File: src/rtl/ddr_pkg.sv
// Shared types and encodings for the DDR4 command sequencer.
// Command encodings are {cs_n, act_n, RAS_n_A16, CAS_n_A15, WE_n_A14}.
package ddr_pkg;

  localparam int NUM_BANKS = 16;
  localparam int ROW_W     = 15;
  localparam int COL_W     = 10;

  typedef logic [3:0] bank_idx_t;

  typedef enum logic [4:0] {
    CMD_DES = 5'b11111,
    CMD_ACT = 5'b00000,
    CMD_PRE = 5'b01010,
    CMD_RD  = 5'b01101,
    CMD_WR  = 5'b01100
  } cmd_e;

  typedef enum logic [2:0] {
    S_IDLE,
    S_PRE,
    S_WAIT_RP,
    S_ACT,
    S_WAIT_RCD,
    S_CAS,
    S_WAIT_CCD
  } seq_state_e;

  // ACT reuses RAS/CAS/WE as row bits 16..14; rows are 15 bits, so only A14 can be set.
  function automatic logic [4:0] act_cmd(input logic [ROW_W-1:0] row);
    return {4'b0000, row[ROW_W-1]};
  endfunction

endpackage

File: src/rtl/ddr_cmd_sequencer_if.sv
// Request handshake plus DDR4 command/address pins of the sequencer.
interface ddr_cmd_sequencer_if;
  import ddr_pkg::*;

  logic             req_valid;
  logic             req_ready;
  logic             req_wr;
  logic             req_bl8;
  logic [1:0]       req_bg;
  logic [1:0]       req_ba;
  logic [ROW_W-1:0] req_row;
  logic [COL_W-1:0] req_col;

  logic             cs_n, act_n, RAS_n_A16, CAS_n_A15, WE_n_A14;
  logic             A13, A12_BC_n, A11, A10_AP;
  logic [9:0]       A9_A0;
  logic [1:0]       bg_addr, ba_addr;
  logic             no_act_rdy, rd_rdy, cas_done;

  modport master (
    output req_valid, req_wr, req_bl8, req_bg, req_ba, req_row, req_col,
    input  req_ready,
    input  cs_n, act_n, RAS_n_A16, CAS_n_A15, WE_n_A14,
    input  A13, A12_BC_n, A11, A10_AP, A9_A0, bg_addr, ba_addr,
    input  no_act_rdy, rd_rdy, cas_done
  );

  modport slave (
    input  req_valid, req_wr, req_bl8, req_bg, req_ba, req_row, req_col,
    output req_ready,
    output cs_n, act_n, RAS_n_A16, CAS_n_A15, WE_n_A14,
    output A13, A12_BC_n, A11, A10_AP, A9_A0, bg_addr, ba_addr,
    output no_act_rdy, rd_rdy, cas_done
  );
endinterface

File: src/rtl/ddr_open_row_table.sv
// Per-bank open-row register file: registered writes, combinational lookup.
module ddr_open_row_table
  import ddr_pkg::*;
(
  input  logic             i_clk,
  input  logic             i_clr_all,
  input  logic             i_set,
  input  logic             i_clr,
  input  bank_idx_t        i_wr_idx,
  input  logic [ROW_W-1:0] i_wr_row,
  input  bank_idx_t        i_rd_idx,
  input  logic [ROW_W-1:0] i_rd_row,
  output logic             o_hit,
  output logic             o_conflict
);

  logic [NUM_BANKS-1:0] r_valid;
  logic [ROW_W-1:0]     r_row [NUM_BANKS];

  always_ff @(posedge i_clk) begin
    if (i_clr_all)  r_valid <= '0;
    else if (i_set) r_valid[i_wr_idx] <= 1'b1;
    else if (i_clr) r_valid[i_wr_idx] <= 1'b0;
  end

  // Row contents are only meaningful under their valid bit, so they need no reset.
  always_ff @(posedge i_clk) begin
    if (i_set) r_row[i_wr_idx] <= i_wr_row;
  end

  assign o_hit      = r_valid[i_rd_idx] && (r_row[i_rd_idx] == i_rd_row);
  assign o_conflict = r_valid[i_rd_idx] && (r_row[i_rd_idx] != i_rd_row);

endmodule

File: src/rtl/ddr_cmd_sequencer.sv
// One-transaction-at-a-time DDR4 command sequencer: optional PRE, ACT, then RD/WR,
// with tRP/tRCD/tCCD enforced by a single down-counter loaded as each command issues.
module ddr_cmd_sequencer
  import ddr_pkg::*;
#(
  parameter int T_RP  = 4,
  parameter int T_RCD = 4,
  parameter int T_CCD = 4
) (
  input  logic                 CK_t,
  input  logic                 reset,
  ddr_cmd_sequencer_if.slave   bus
);

  localparam logic [3:0] LD_RP  = 4'(T_RP - 1);
  localparam logic [3:0] LD_RCD = 4'(T_RCD - 1);
  localparam logic [3:0] LD_CCD = 4'(T_CCD - 1);

  seq_state_e       r_state, w_nxt;
  logic [3:0]       r_cnt;
  logic [4:0]       r_cmd;
  logic [13:0]      r_addr;
  logic [1:0]       r_bg, r_ba;
  logic             r_cas_done, r_rd_rdy, r_no_act_rdy;
  bank_idx_t        r_idx;
  logic [ROW_W-1:0] r_row;
  logic [COL_W-1:0] r_col;
  logic             r_wr, r_bl8, r_hit;

  logic             w_idle, w_hit, w_conflict;
  bank_idx_t        w_idx;
  logic [ROW_W-1:0] w_row;
  logic [COL_W-1:0] w_col;
  logic             w_wr, w_bl8, w_hit_src;

  ddr_open_row_table u_tbl (
    .i_clk      (CK_t),
    .i_clr_all  (reset),
    .i_set      (r_state == S_ACT),
    .i_clr      (r_state == S_PRE),
    .i_wr_idx   (r_idx),
    .i_wr_row   (r_row),
    .i_rd_idx   ({bus.req_bg, bus.req_ba}),
    .i_rd_row   (bus.req_row),
    .o_hit      (w_hit),
    .o_conflict (w_conflict)
  );

  // Commands issued straight out of IDLE use the live request; later ones use the captured copy.
  assign w_idle    = (r_state == S_IDLE);
  assign w_idx     = w_idle ? {bus.req_bg, bus.req_ba} : r_idx;
  assign w_row     = w_idle ? bus.req_row : r_row;
  assign w_col     = w_idle ? bus.req_col : r_col;
  assign w_wr      = w_idle ? bus.req_wr  : r_wr;
  assign w_bl8     = w_idle ? bus.req_bl8 : r_bl8;
  assign w_hit_src = w_idle ? w_hit       : r_hit;

  always_comb begin
    w_nxt = r_state;
    case (r_state)
      S_IDLE:     if (bus.req_valid) w_nxt = w_hit ? S_CAS : (w_conflict ? S_PRE : S_ACT);
      S_PRE:      w_nxt = (r_cnt == 4'd0) ? S_ACT  : S_WAIT_RP;
      S_WAIT_RP:  if (r_cnt == 4'd0) w_nxt = S_ACT;
      S_ACT:      w_nxt = (r_cnt == 4'd0) ? S_CAS  : S_WAIT_RCD;
      S_WAIT_RCD: if (r_cnt == 4'd0) w_nxt = S_CAS;
      S_CAS:      w_nxt = (r_cnt == 4'd0) ? S_IDLE : S_WAIT_CCD;
      S_WAIT_CCD: if (r_cnt == 4'd0) w_nxt = S_IDLE;
      default:    w_nxt = S_IDLE;
    endcase
  end

  always_ff @(posedge CK_t) begin
    if (reset) begin
      r_state      <= S_IDLE;
      r_cnt        <= '0;
      r_cmd        <= CMD_DES;
      r_addr       <= '0;
      r_bg         <= '0;
      r_ba         <= '0;
      r_cas_done   <= 1'b0;
      r_rd_rdy     <= 1'b0;
      r_no_act_rdy <= 1'b0;
      r_idx        <= '0;
      r_row        <= '0;
      r_col        <= '0;
      r_wr         <= 1'b0;
      r_bl8        <= 1'b0;
      r_hit        <= 1'b0;
    end else begin
      r_state      <= w_nxt;
      r_cmd        <= CMD_DES;
      r_addr       <= '0;
      r_bg         <= '0;
      r_ba         <= '0;
      r_cas_done   <= 1'b0;
      r_rd_rdy     <= 1'b0;
      r_no_act_rdy <= 1'b0;
      if (w_idle && bus.req_valid) begin
        r_idx <= w_idx;
        r_row <= w_row;
        r_col <= w_col;
        r_wr  <= w_wr;
        r_bl8 <= w_bl8;
        r_hit <= w_hit;
      end
      // Timers start in the cycle the command is on the pins.
      case (w_nxt)
        S_PRE: begin
          r_cnt <= LD_RP;
          r_cmd <= CMD_PRE;
          r_bg  <= w_idx[3:2];
          r_ba  <= w_idx[1:0];
        end
        S_ACT: begin
          r_cnt  <= LD_RCD;
          r_cmd  <= act_cmd(w_row);
          r_addr <= w_row[13:0];
          r_bg   <= w_idx[3:2];
          r_ba   <= w_idx[1:0];
        end
        S_CAS: begin
          r_cnt        <= LD_CCD;
          r_cmd        <= w_wr ? CMD_WR : CMD_RD;
          r_addr       <= {1'b0, w_bl8, 2'b00, w_col};
          r_bg         <= w_idx[3:2];
          r_ba         <= w_idx[1:0];
          r_cas_done   <= 1'b1;
          r_rd_rdy     <= ~w_wr;
          r_no_act_rdy <= w_hit_src;
        end
        default: if (r_cnt != 4'd0) r_cnt <= r_cnt - 4'd1;
      endcase
    end
  end

  assign bus.req_ready = w_idle;
  assign {bus.cs_n, bus.act_n, bus.RAS_n_A16, bus.CAS_n_A15, bus.WE_n_A14} = r_cmd;
  assign {bus.A13, bus.A12_BC_n, bus.A11, bus.A10_AP, bus.A9_A0} = r_addr;
  assign bus.bg_addr    = r_bg;
  assign bus.ba_addr    = r_ba;
  assign bus.cas_done   = r_cas_done;
  assign bus.rd_rdy     = r_rd_rdy;
  assign bus.no_act_rdy = r_no_act_rdy;

endmodule

File: src/flat_wrapper.sv
// flat-port wrapper written by rule: the top's interface ports become plain ports
module ddr_cmd_sequencer_flat import ddr_pkg::*;
#(
  parameter int T_RP  = 4,
  parameter int T_RCD = 4,
  parameter int T_CCD = 4
)
  (CK_t, reset, bus_req_valid, bus_req_wr, bus_req_bl8, bus_req_bg, bus_req_ba, bus_req_row, bus_req_col, bus_req_ready, bus_cs_n, bus_act_n, bus_RAS_n_A16, bus_CAS_n_A15, bus_WE_n_A14, bus_A13, bus_A12_BC_n, bus_A11, bus_A10_AP, bus_A9_A0, bus_bg_addr, bus_ba_addr, bus_no_act_rdy, bus_rd_rdy, bus_cas_done);
  ddr_cmd_sequencer_if bus_i ();
  input  logic CK_t;
  input  logic reset;
  input wire logic [$bits(bus_i.req_valid)-1:0] bus_req_valid;
  input wire logic [$bits(bus_i.req_wr)-1:0] bus_req_wr;
  input wire logic [$bits(bus_i.req_bl8)-1:0] bus_req_bl8;
  input wire logic [$bits(bus_i.req_bg)-1:0] bus_req_bg;
  input wire logic [$bits(bus_i.req_ba)-1:0] bus_req_ba;
  input wire logic [$bits(bus_i.req_row)-1:0] bus_req_row;
  input wire logic [$bits(bus_i.req_col)-1:0] bus_req_col;
  output wire logic [$bits(bus_i.req_ready)-1:0] bus_req_ready;
  output wire logic [$bits(bus_i.cs_n)-1:0] bus_cs_n;
  output wire logic [$bits(bus_i.act_n)-1:0] bus_act_n;
  output wire logic [$bits(bus_i.RAS_n_A16)-1:0] bus_RAS_n_A16;
  output wire logic [$bits(bus_i.CAS_n_A15)-1:0] bus_CAS_n_A15;
  output wire logic [$bits(bus_i.WE_n_A14)-1:0] bus_WE_n_A14;
  output wire logic [$bits(bus_i.A13)-1:0] bus_A13;
  output wire logic [$bits(bus_i.A12_BC_n)-1:0] bus_A12_BC_n;
  output wire logic [$bits(bus_i.A11)-1:0] bus_A11;
  output wire logic [$bits(bus_i.A10_AP)-1:0] bus_A10_AP;
  output wire logic [$bits(bus_i.A9_A0)-1:0] bus_A9_A0;
  output wire logic [$bits(bus_i.bg_addr)-1:0] bus_bg_addr;
  output wire logic [$bits(bus_i.ba_addr)-1:0] bus_ba_addr;
  output wire logic [$bits(bus_i.no_act_rdy)-1:0] bus_no_act_rdy;
  output wire logic [$bits(bus_i.rd_rdy)-1:0] bus_rd_rdy;
  output wire logic [$bits(bus_i.cas_done)-1:0] bus_cas_done;
  assign bus_i.req_valid = bus_req_valid;
  assign bus_i.req_wr = bus_req_wr;
  assign bus_i.req_bl8 = bus_req_bl8;
  assign bus_i.req_bg = bus_req_bg;
  assign bus_i.req_ba = bus_req_ba;
  assign bus_i.req_row = bus_req_row;
  assign bus_i.req_col = bus_req_col;
  assign bus_req_ready = bus_i.req_ready;
  assign bus_cs_n = bus_i.cs_n;
  assign bus_act_n = bus_i.act_n;
  assign bus_RAS_n_A16 = bus_i.RAS_n_A16;
  assign bus_CAS_n_A15 = bus_i.CAS_n_A15;
  assign bus_WE_n_A14 = bus_i.WE_n_A14;
  assign bus_A13 = bus_i.A13;
  assign bus_A12_BC_n = bus_i.A12_BC_n;
  assign bus_A11 = bus_i.A11;
  assign bus_A10_AP = bus_i.A10_AP;
  assign bus_A9_A0 = bus_i.A9_A0;
  assign bus_bg_addr = bus_i.bg_addr;
  assign bus_ba_addr = bus_i.ba_addr;
  assign bus_no_act_rdy = bus_i.no_act_rdy;
  assign bus_rd_rdy = bus_i.rd_rdy;
  assign bus_cas_done = bus_i.cas_done;
  ddr_cmd_sequencer #(.T_RP(T_RP), .T_RCD(T_RCD), .T_CCD(T_CCD)) u_core (.CK_t(CK_t), .reset(reset), .bus(bus_i));
endmodule
File: config.mk
export PLATFORM = sky130hd
export DESIGN_NAME = ddr_cmd_sequencer_flat
export DESIGN_NICKNAME = d
export VERILOG_FILES = /design/src/rtl/ddr_pkg.sv /design/src/rtl/ddr_cmd_sequencer_if.sv /design/src/rtl/ddr_open_row_table.sv /design/src/rtl/ddr_cmd_sequencer.sv /design/src/flat_wrapper.sv
export SDC_FILE = /design/constraint.sdc
export NUM_CORES = 1
export LEC_CHECK = 0
export BUFFER_PORTS_ARGS = -buffer_cell sky130_fd_sc_hd__buf_2
export CAP_MARGIN = 30
export CORE_ASPECT_RATIO = 1.2
export CORE_MARGIN = 3
export CORE_UTILIZATION = 55
export DETAILED_ROUTE_END_ITERATION = 8
export HOLD_SLACK_MARGIN = 0.06
export PLACE_DENSITY = 0.75
export SYNTH_ARGS = -nofsm -noshare
export SYNTH_HDL_FRONTEND = slang
export SYNTH_SLANG_ARGS = --single-unit
File: constraint.sdc
create_clock -name CK_t -period 3.8 [get_ports CK_t]
set_input_delay 1.14 -clock CK_t [delete_from_list [all_inputs] [get_ports CK_t]]
set_output_delay 1.14 -clock CK_t [all_outputs]
set_load 0.01 [all_outputs]
==> key figures <==
Global route
  – Vias in the first global route: 8,368
  – Pin count of the biggest net entering global routing: 69
  – Global route overflow: 0
  – Global-route usage over all layers: 25.3%
  – First-pass GRT wire length: 49,800 µm
  – Initial antenna violation count: 0

Clocking
  – CTS tree: yes
  – Clk sink count: 321
  – TritonCTS buffer count: 30
  – Root Driver: clkbuf_16
  – Clock Latency Late Sink: 560 ps
  – H-tree depth: 1
  – Worst-case clock buffer depth: 3
  – Clk slew on worst S/H paths: 60 ps
  – Resize count post-CTS: 0

Critical path
  – WS Path Type: primary input to flop
  – Worst EP required: 4250 ps
  – WP data arrival: 4080 ps
  – FF-to-FF path depth: 8
  – CP Launch Type: primary input
  – R2r endpoint: u_core.r_addr[4]
  – Crit end category: flop
  – Max Fanout on Critical Path: 13
  – Worst r2r src: u_core.u_tbl.r_row[3][11]
  – R2r setup slk: 840 ps

Power
  – Sequential group share of total power: 50.0%
  – P_leak: 5.53 nW
  – Switching pwr: 2.10 mW
  – P_int: 6.14 mW
  – Clock power frac: 36.6%
  – Power Density: 540 nW/µm²
  – Sw Share: 25.5%
  – Part of the power in combinational logic: 13.4%
  – Worst vdd ir: 289 µV

Timing
  – Slew Limit Fails: 0
  – Worst-Margin Slew: 935 ps
  – Smallest hold slack: 458 ps
  – Final Critical Period: 3630 ps
  – RSZ-0062 raised after global routing: false
  – Fraction of the cycle the final worst path needs: 95.4%
  – Skew final: 21.3 ps
  – Slew margin rel.: 37.6%
  – Final hold violations: 0
  – FMAX: 276 MHz
  – # setup viols final: 0

Final layout
  – Post-route cell area: 15,200 µm²
  – Share of cells above drive strength 1: 23.2%
  – Fillers: 1,656
  – Area delta synth->final: 16.1%
  – Non-filler cells, final: 1,374
  – # diodes: 0
  – Nets: 1,071

Synth
  – Post-synthesis compound-gate area fraction: 7.89%
  – Most used DFF post-synth: edfxtp_1
  – Synthesized flop and latch total: 321
  – Xor and xnor area share after synthesis: 0.934%
  – Async S/R FF share, synth: 0%
  – Post-Synthesis Cells: 918
  – Largest family of logic cells by synthesized area: multiplexers
  – Synth Area in Adders: 0.172%
  – Mux cell area share after synthesis: 12.4%
  – Post-Syn Area: 13,100 µm²
  – Synthesis warning total: 0
  – Register area share after synthesis: 67.2%
  – Number of synthesized flops with an enable pin: 240
  – Syn nets: 953
  – Yosys cell types: 62
  – Mapped Avg Cell Area: 14.3 µm²
  – Simple-Gate Fraction of Synth Area: 8.54%

Place
  – DP HPWL: 19,900 µm
  – Placed inst area: 14,300 µm²
  – Gpl congestion: 0.938
  – Placed cell count: 1,319
  – Count of input and output buffers: 60

Floorplan
  – Height of the chip: 175 µm
  – Chip width: 147 µm
  – Initial Util: 56.2%
  – Core area: 23,400 µm²
  – IO Count: 61
  – Num rows: 61
  – Die area: 25,800 µm²

Routing
  – 1st-pass router iterations: 5
  – Initial DRC Count: 921
  – Total Wirelength: 32,800 µm
  – Vias: 8,431
  – Wire per inst: 23.9 µm
  – Vias per cell: 6.14
  – DRC Markers: 0
  – DRT antenna net count: 0

Status
  – Status: finished clean

Run
  – Max Cap Viol: 0

Hold path
  – Min-Delay Path Class: flop to flop
  – Worst Hold Path Cells: 2
  – WHS Endpoint: u_core.r_col[2]
  – Hold_sp: u_core.r_col[2]
-- timing repair --
action	CTS	global route
setup buffers	0	0
endpoints found under the setup margin	0	6
hold buffers	0	0
-- flip-flops by register name (all words and copies together) (netlist names), named ones only --
signal and flops:
u_core.r_hit 1, u_core.bus.bg_addr 2, u_core.r_cnt 4, u_core.bus.no_act_rdy 1
u_core.r_addr 14, u_core.r_bl8 1, u_core.bus.rd_rdy 1, u_core.r_col 10
u_core.r_row 15, u_core.r_wr 1, u_core.r_cmd 5, u_core.bus.ba_addr 2
u_core.bus.cas_done 1, u_core.r_state 3, u_core.r_idx 4, u_core.u_tbl.r_row 240
-- stage by stage --
step / utilization (%) / setup TNS [ps] / setup slack [ps] / power, mW
after CTS: 65.3 / 0 / 204 / 8.27
after detailed placement: 61.1 / -4950 / -358 / 5.27
final: 65.3 / 0 / 174 / 8.24
after global routing: 65.3 / 0 / 15.5 / 8.52
after global placement: 61.1 / -3260 / -254 / 5.24
after floorplan: - / 0 / 77.3 / 4.85
-- layout make-up --
class / instances / area, µm² / area share [%]
clock buffer: 42 / 817 / 5.36
sequential: 321 / 8830 / 57.9
tap: 315 / 394 / 2.58
timing repair buffer: 141 / 1010 / 6.61
multi-input combinational: 515 / 3930 / 25.8
inverter: 27 / 101 / 0.665
clock inverter: 13 / 169 / 1.11
-- power by group through the flow --
stage	Sequential (mW)	Clock, mW	Combinational [mW]
3_5_place_dp	4.18	0	1.09
3_3_place_gp	4.18	0	1.07
4_1_cts	4.11	3.06	1.10
2_1_floorplan	4.13	0	0.721
6_report	4.12	3.02	1.11
5_1_grt	4.14	3.20	1.19
-- cell usage after synthesis, types with 7 or more instances --
master    instances  area [µm²]
nor3_1            9        45.0
nand2_1         158         593
clkbuf_1         31         116
dfxtp_1          81        1620
mux4_2           47        1060
o21ai_0          22         110
inv_1            25        93.8
a21oi_1          69         345
a311oi_2          8         120
and3_1           18         113
a22oi_1          14         105
nor2_1           12        45.0
xor2_1            7        61.3
a21o_1           12        90.1
xnor2_1           7        61.3
buf_2            14        70.1
edfxtp_1        240        7210
mux2i_1          49         490
nor2b_1          11        68.8
nand3_1          13        65.1
-- worst max-delay path by stage --
stage	startpoint	endpoint	slack, ps	cells past startpoint
floorplan	bus_req_bg[0]	u_core.r_addr[5]	80	11
global placement	bus_req_ba[1]	u_core.r_addr[1]	-250	11
detailed placement	bus_req_ba[1]	u_core.r_addr[0]	-360	11
CTS	bus_req_ba[1]	u_core.r_addr[4]	200	11
global route	bus_req_bg[0]	u_core.r_addr[4]	20	11
finish	bus_req_ba[1]	u_core.r_addr[4]	170	11
-- logic make-up after synthesis --
kind of cell    Yosys count
flops                   321
simple gates            244
compound gates          156
mux                      99
buf+inv                  82
xor+xnor                 14
fa+ha+maj                 2
-- placed cells by master, fill, tap and decap left out, drive strengths merged, types with 2 or more instances in the layout --
master      n
a211o       4
a211oi      3
a21o       12
a21oi      69
a221oi      5
a22oi      15
a311oi     11
and2        4
and3       18
buf       141
bufinv      4
clkbuf     42
clkinv      8
clkinvlp    2
dfxtp      81
edfxtp    240
inv        26
mux2i      49
mux4       50
nand2     158
nand2b      5
nand3      13
nor2       12
nor2b      11
nor3       10
nor3b       2
nor4b       2
o21ai      24
or2         2
or3b        2
xnor2       7
xor2        7
-- metal layers --
metal  up-vias  part of all wire [%]  GRT usage [%]
met3        94                   8.2           3.54
met1      4233                    38           33.8
met4         0                   4.1           10.5
met5         -                     0              0
li1       3690                     -              -
met2       414                    49           42.3
-- worst max-delay path: stages --
cell and delay (ps):
buf_2 170, buf_4 160, buf_4 160, and2_1 180, a221oi_1 360, a22oi_1 180, a22o_1 230, or4_4 550
nor3_4 300, a22oi_2 280, a311oi_2 340
No activity file was read; power rests on OpenSTA's default activity.
